`src/rtl/matrix_pkg.sv`:
```
// rtl/matrix_pkg.sv - shared types, sizes and opcode helpers for the matrix sequencer
package matrix_pkg;

  localparam int N      = 5;
  localparam int ELEM_W = 8;
  localparam int MAT_W  = 200;

  typedef enum logic [2:0] {
    OP_ADD       = 3'd0,
    OP_SUB       = 3'd1,
    OP_MUL       = 3'd2,
    OP_TRANSPOSE = 3'd3,
    OP_OPPOSITE  = 3'd4
  } op_e;

  typedef enum logic [2:0] {
    ST_IDLE   = 3'd0,
    ST_LOAD_A = 3'd1,
    ST_LOAD_B = 3'd2,
    ST_EXEC   = 3'd3,
    ST_STORE  = 3'd4
  } state_e;

  function automatic logic op_needs_b(input logic [2:0] op);
    return (op == OP_ADD) || (op == OP_SUB) || (op == OP_MUL);
  endfunction

  function automatic logic op_legal(input logic [2:0] op);
    return op <= OP_OPPOSITE;
  endfunction

endpackage

```
`src/rtl/matrix_elem_index.sv`:
```
// rtl/matrix_elem_index.sv - 0..24 element position counter as (row, col)
// col_major walks rows fastest so position p = 5c+r maps to element (r,c).
module matrix_elem_index
  import matrix_pkg::*;
(
  input  logic       clk,
  input  logic       rst,
  input  logic       clr,
  input  logic       inc,
  input  logic       col_major,
  output logic [2:0] row,
  output logic [2:0] col,
  output logic       last
);

  localparam logic [2:0] MAX = 3'(N - 1);

  logic [2:0] row_q, row_d;
  logic [2:0] col_q, col_d;

  // Both walk orders end on (4,4), so one last flag serves both.
  assign last = (row_q == MAX) && (col_q == MAX);
  assign row  = row_q;
  assign col  = col_q;

  always_comb begin
    row_d = row_q;
    col_d = col_q;
    if (clr || (inc && last)) begin
      row_d = '0;
      col_d = '0;
    end else if (inc) begin
      if (col_major) begin
        if (row_q == MAX) begin
          row_d = '0;
          col_d = col_q + 3'd1;
        end else begin
          row_d = row_q + 3'd1;
        end
      end else begin
        if (col_q == MAX) begin
          col_d = '0;
          row_d = row_q + 3'd1;
        end else begin
          col_d = col_q + 3'd1;
        end
      end
    end
  end

  always_ff @(posedge clk or posedge rst) begin
    if (rst) begin
      row_q <= '0;
      col_q <= '0;
    end else begin
      row_q <= row_d;
      col_q <= col_d;
    end
  end

endmodule

```
`src/rtl/matrix_op_ctrl.sv`:
```
// rtl/matrix_op_ctrl.sv - 5x5 matrix coprocessor sequencer: load A/B, run ALU, stream result
// MATRIX_OP_CTRL_DIRECT_TRANSPOSE_EN: TRANSPOSE streams alu_a column-major, bypassing EXEC.
module matrix_op_ctrl
  import matrix_pkg::*;
#(
  parameter int ALU_LATENCY = 1
) (
  input  logic               clk,
  input  logic               rst,
  input  logic               cmd_valid,
  input  logic [2:0]         cmd_op,
  output logic               cmd_ready,
  input  logic               in_valid,
  input  logic [ELEM_W-1:0]  in_data,
  output logic               in_ready,
  output logic [MAT_W-1:0]   alu_a,
  output logic [MAT_W-1:0]   alu_b,
  output logic [2:0]         alu_op,
  input  logic [MAT_W-1:0]   alu_result,
  output logic               out_valid,
  output logic [ELEM_W-1:0]  out_data,
  output logic               out_last,
  input  logic               out_ready,
  output logic               busy,
  output logic               err
);

  localparam logic [3:0] LAT_LAST = 4'(ALU_LATENCY - 1);

  state_e           state_q, state_d;
  logic [2:0]       op_q, op_d;
  logic [MAT_W-1:0] a_q, a_d, b_q, b_d, res_q, res_d;
  logic [3:0]       lat_q, lat_d;
  logic             err_q, err_d;

  logic             idx_clr, idx_inc, idx_last;
  logic             col_major, direct_xpose;
  logic [2:0]       row, col;
  logic [4:0]       elem_idx;
  logic [ELEM_W-1:0] store_elem;

`ifdef MATRIX_OP_CTRL_DIRECT_TRANSPOSE_EN
  assign direct_xpose = (op_q == OP_TRANSPOSE);
`else
  assign direct_xpose = 1'b0;
`endif

  assign col_major = direct_xpose && (state_q == ST_STORE);
  assign elem_idx  = 5'(int'(row) * N + int'(col));

  matrix_elem_index u_idx (
    .clk       (clk),
    .rst       (rst),
    .clr       (idx_clr),
    .inc       (idx_inc),
    .col_major (col_major),
    .row       (row),
    .col       (col),
    .last      (idx_last)
  );

  // Direct transpose reads the operand register itself; no result capture happens.
  assign store_elem = direct_xpose ? a_q[elem_idx*ELEM_W +: ELEM_W]
                                   : res_q[elem_idx*ELEM_W +: ELEM_W];

  always_comb begin
    state_d = state_q;
    op_d    = op_q;
    a_d     = a_q;
    b_d     = b_q;
    res_d   = res_q;
    lat_d   = lat_q;
    err_d   = 1'b0;
    idx_clr = 1'b0;
    idx_inc = 1'b0;
    case (state_q)
      ST_IDLE: begin
        if (cmd_valid) begin
          op_d    = cmd_op;
          idx_clr = 1'b1;
          if (op_legal(cmd_op)) state_d = ST_LOAD_A;
          else                  err_d   = 1'b1;
        end
      end
      ST_LOAD_A: begin
        if (in_valid) begin
          a_d[elem_idx*ELEM_W +: ELEM_W] = in_data;
          idx_inc = 1'b1;
          if (idx_last) begin
            lat_d = '0;
            if (op_needs_b(op_q)) state_d = ST_LOAD_B;
            else if (direct_xpose) state_d = ST_STORE;
            else                   state_d = ST_EXEC;
          end
        end
      end
      ST_LOAD_B: begin
        if (in_valid) begin
          b_d[elem_idx*ELEM_W +: ELEM_W] = in_data;
          idx_inc = 1'b1;
          if (idx_last) begin
            lat_d   = '0;
            state_d = ST_EXEC;
          end
        end
      end
      ST_EXEC: begin
        lat_d = lat_q + 4'd1;
        if (lat_q == LAT_LAST) begin
          res_d   = alu_result;
          state_d = ST_STORE;
        end
      end
      ST_STORE: begin
        if (out_ready) begin
          idx_inc = 1'b1;
          if (idx_last) state_d = ST_IDLE;
        end
      end
      default: state_d = ST_IDLE;
    endcase
  end

  always_ff @(posedge clk or posedge rst) begin
    if (rst) begin
      state_q <= ST_IDLE;
      op_q    <= '0;
      a_q     <= '0;
      b_q     <= '0;
      res_q   <= '0;
      lat_q   <= '0;
      err_q   <= 1'b0;
    end else begin
      state_q <= state_d;
      op_q    <= op_d;
      a_q     <= a_d;
      b_q     <= b_d;
      res_q   <= res_d;
      lat_q   <= lat_d;
      err_q   <= err_d;
    end
  end

  assign cmd_ready = (state_q == ST_IDLE);
  assign in_ready  = (state_q == ST_LOAD_A) || (state_q == ST_LOAD_B);
  assign out_valid = (state_q == ST_STORE);
  assign out_data  = out_valid ? store_elem : '0;
  assign out_last  = out_valid && idx_last;
  assign busy      = (state_q != ST_IDLE);
  assign err       = err_q;
  assign alu_a     = a_q;
  assign alu_b     = b_q;
  assign alu_op    = op_q;

endmodule

```
`config.mk`:
```
export PLATFORM = sky130hd
export DESIGN_NAME = matrix_op_ctrl
export DESIGN_NICKNAME = d
export VERILOG_FILES = /design/src/rtl/matrix_pkg.sv /design/src/rtl/matrix_elem_index.sv /design/src/rtl/matrix_op_ctrl.sv
export SDC_FILE = /design/constraint.sdc
export NUM_CORES = 1
export LEC_CHECK = 0
export BUFFER_PORTS_ARGS = -buffer_cell sky130_fd_sc_hd__buf_2
export CORE_AREA = 2 2 243 245
export DETAILED_ROUTE_END_ITERATION = 16
export DIE_AREA = 0 0 245 247
export PLACE_DENSITY = 0.71
export SETUP_SLACK_MARGIN = 0.05
export SYNTH_ARGS = -nofsm -noshare
export SYNTH_HDL_FRONTEND = slang
export SYNTH_SLANG_ARGS = --single-unit
```
`constraint.sdc`:
```
create_clock -name clk -period 23.2 [get_ports clk]
set_input_delay 1.16 -clock clk [delete_from_list [all_inputs] [get_ports clk]]
set_output_delay 1.16 -clock clk [all_outputs]
set_load 0.005 [all_outputs]
```
==> impl_metrics.py <==
metrics = {
    "run_status": {
        "run_status": "finished clean",
    },
    "cells_and_area": {
        "syn2layout_area_growth_pct": 23.4,
        "final_cells": 3482,
        "most-common-layout-cells": "buf_2 (632), dfrtp_1 (617), o21ai_0 (299), mux2_2 (282), nand2_1 (220)",
        "fin_nets": 2892,
        "num-fill-cells": 4890,
        "design_area_um2": 32100,
        "drive_gt1_share_pct": 41.5,
        "mostFrequentLayoutCell": "buf_2",
    },
    "placed_design": {
        "numPlacedInstances": 3362,
        "placed_cell_area_um2": 29800,
        "io_buffers": 632,
        "dp_hpwl_um": 62600,
        "place_ws_ns": 17.55,
        "gp_congestion": 0.917,
    },
    "die": {
        "num_io_pins": 633,
        "num_rows": 89,
        "dieArea_um2": 60500,
        "initial_core_util_pct": 44.6,
        "fp.dieW_um": 245,
        "core-area_um2": 58200,
        "die_h_um": 247,
    },
    "clock_tree": {
        "ctsResizeCount": 0,
        "clk_pin_slew_ns": 0.06,
        "cts_made_buffers": 68,
        "clockRootBuffer": "clkbuf_16",
        "clkSinkCount": 617,
        "clock_latency_ns": 0.62,
        "cts_tree": "done",
        "clk_path_buf_depth": 3,
        "cts_setup_buffers": 0,
        "cts_hold_buf": 0,
        "htree_levels": 3,
    },
    "power_and_ir_drop": {
        "p_per_area_nw_per_um2": 125,
        "ir_worst_vdd_mv": 0.131,
        "leakagePower_uw": 0.0157,
    },
    "timing": {
        "rsz0062_at_grt": "no",
        "timing.slew.headroom_pct": 17.3,
        "clock_skew_ns": 0.0228,
        "worst_slack_ns": 17.34,
        "tightest_slew_ns": 1.23,
        "fin_tns_setup_ns": 0,
        "finalMaxSlewViolations": 0,
        "fin_crit_sh_pct": 25.3,
        "clock.fmax_mhz": 171,
        "fin_crit_ns": 5.86,
        "setup_violations": 0,
        "hold_violations": 0,
    },
    "yosys": {
        "netlist_instances": 2064,
        "synth-seq-cells": 617,
        "ys.warnings.count": 0,
        "netlist_area_um2": 26000,
        "syn_avg_cell_area_um2": 12.6,
        "seq_area_frac_synth_pct": 59.4,
        "synthDistinctLibCells": 64,
        "ys_dominant_reg_cell": "dfrtp_1",
        "synth_edf_count": 0,
        "syn_nets": 2297,
        "async_flop_share_pct": 100,
    },
    "routing": {
        "dr.first_iter.drc_count": 1747,
        "postRouteAntennaNets": 0,
        "num_vias": 20000,
        "wirelength_um": 85000,
        "wl_per_cell_um": 24.4,
        "dr.pass1.iters": 5,
        "routed_via_density": 5.75,
        "drc_errors": 0,
    },
    "grt": {
        "grt_util_met2_pct": 45.5,
        "grt_pass1_wl_um": 126000,
        "grt_max_degree": 113,
        "grt.met3_usage_pct": 7.62,
        "grt_usage_pct": 27.9,
        "grtUsageMet1_pct": 34.3,
        "first_global_vias": 20300,
        "grt-ovfl-total": 0,
        "top_usage_layer": "met2",
        "grt_antenna_before_repair": 10,
    },
    "min_path": {
        "holdPathStages": 2,
        "hp-class": "register to register",
    },
    "setup_path": {
        "startpoint_type": "register",
        "cp-end-kind": "register",
        "arrival_ns": 6.34,
        "worstPathRequired_ns": 23.68,
        "cp_max_fo": 21,
        "path_class": "register to register",
        "reg2reg_depth": 14,
    },
    "job": {
        "cap_violations": 0,
    },
}
## stage by stage
stage	utilization [%]	power [µW]	hold WS, ns
after floorplan	-	2320	0.471
after global placement	51.2	2910	0.457
after detailed placement	51.2	2930	0.468
after CTS	55.0	4010	0.482
after global routing	55.0	4190	0.497
final	55.1	3990	0.478
## critical path, cell delays in order, from the launching register on
cell and delay, ns:
dfrtp_1 0.46, ha_1 0.25, ha_1 0.28, ha_1 0.40, a21oi_1 0.31, a21oi_1 0.25
nor2_1 0.26, buf_4 0.25, clkinv_1 0.36, ha_1 0.63, nand4bb_1 0.31, nor2_4 0.78
nand2_1 0.64, o21ai_0 0.37, o21ai_0 0.16
## layer usage
metal / wire (µm) / share of wire, %
met3: 7250 / 8.5
met4: 4390 / 5.2
met5: 34 / 0.040
met1: 32300 / 38
met2: 41000 / 48
## Yosys cell counts (10+ instances only)
| library cell | number | area share (%) |
|---|---|---|
| dfrtp_1 | 617 | 59 |
| o21ai_0 | 299 | 5.8 |
| mux2_2 | 282 | 12 |
| nand2_1 | 220 | 3.2 |
| o2bb2ai_1 | 88 | 3.0 |
| clkbuf_1 | 87 | 1.3 |
| nand3_1 | 48 | 0.92 |
| o31ai_1 | 43 | 1.2 |
| mux2i_1 | 40 | 1.5 |
| mux4_2 | 32 | 2.8 |
| inv_1 | 30 | 0.43 |
| buf_2 | 22 | 0.42 |
| nor2_1 | 19 | 0.27 |
| and2_1 | 17 | 0.41 |
| a211oi_1 | 16 | 0.46 |
| buf_1 | 16 | 0.23 |
| ha_1 | 16 | 0.77 |
| o21ai_1 | 16 | 0.31 |
| nand3_4 | 14 | 0.94 |
| nor2b_1 | 10 | 0.24 |
| or3_1 | 10 | 0.24 |
## cell families (layout without fill, tap and decap cells)
logic type / Yosys count / in the layout / share of synthesized area (%)
AOI/OAI and AO/OA: 521 / 521 / 12.6
xor gates and xnor gates: 11 / 11 / 0.371
adders and majority gates: 17 / 17 / 0.848
buffers and inverters: 162 / 800 / 2.60
DFF: 617 / 617 / 59.4
muxes: 354 / 354 / 16.5
other: 0 / 7 / 0
and+or+nand+nor: 382 / 382 / 7.58
## worst paths after layout
| path | from | end | slack (ns) |
|---|---|---|---|
| max | u_idx.row[0] | alu_a[43] | 17.34 |
| min | alu_a[27] | alu_a[27] | 0.48 |
| max reg2reg | u_idx.row[0] | alu_a[43] | 17.34 |
| min reg2reg | alu_a[27] | alu_a[27] | 0.48 |
| max in group asynchronous | rst | alu_a[159] | 20.00 |
| min in group asynchronous | rst | res_q[25] | 0.69 |
## report_power, final
| part | switching, µW | total, µW | internal [µW] |
|---|---|---|---|
| logic | 1300 | 1790 | 492 |
| registers | 22.8 | 1130 | 1100 |
| clock network | 447 | 1080 | 631 |
## flip-flops by register name (all words and copies together) (netlist names)
signal / count
res_q: 200
alu_a: 200
err: 1
alu_op: 3
u_idx.col: 3
lat_q: 4
u_idx.row: 3
alu_b: 200
state_q: 3
## cell type report
cell class	instances	area [µm²]	area share [%]
Sequential cell	617	15400	48.2
Clock inverter	25	332	1.03
Clock buffer	88	1880	5.85
Multi-Input combinational cell	1285	9970	31.1
Inverter	32	128	0.398
Antenna cell	7	17.5	0.0546
Tap cell	773	967	3.02
Timing Repair Buffer	655	3340	10.4
(Power assumes the default switching activity.)
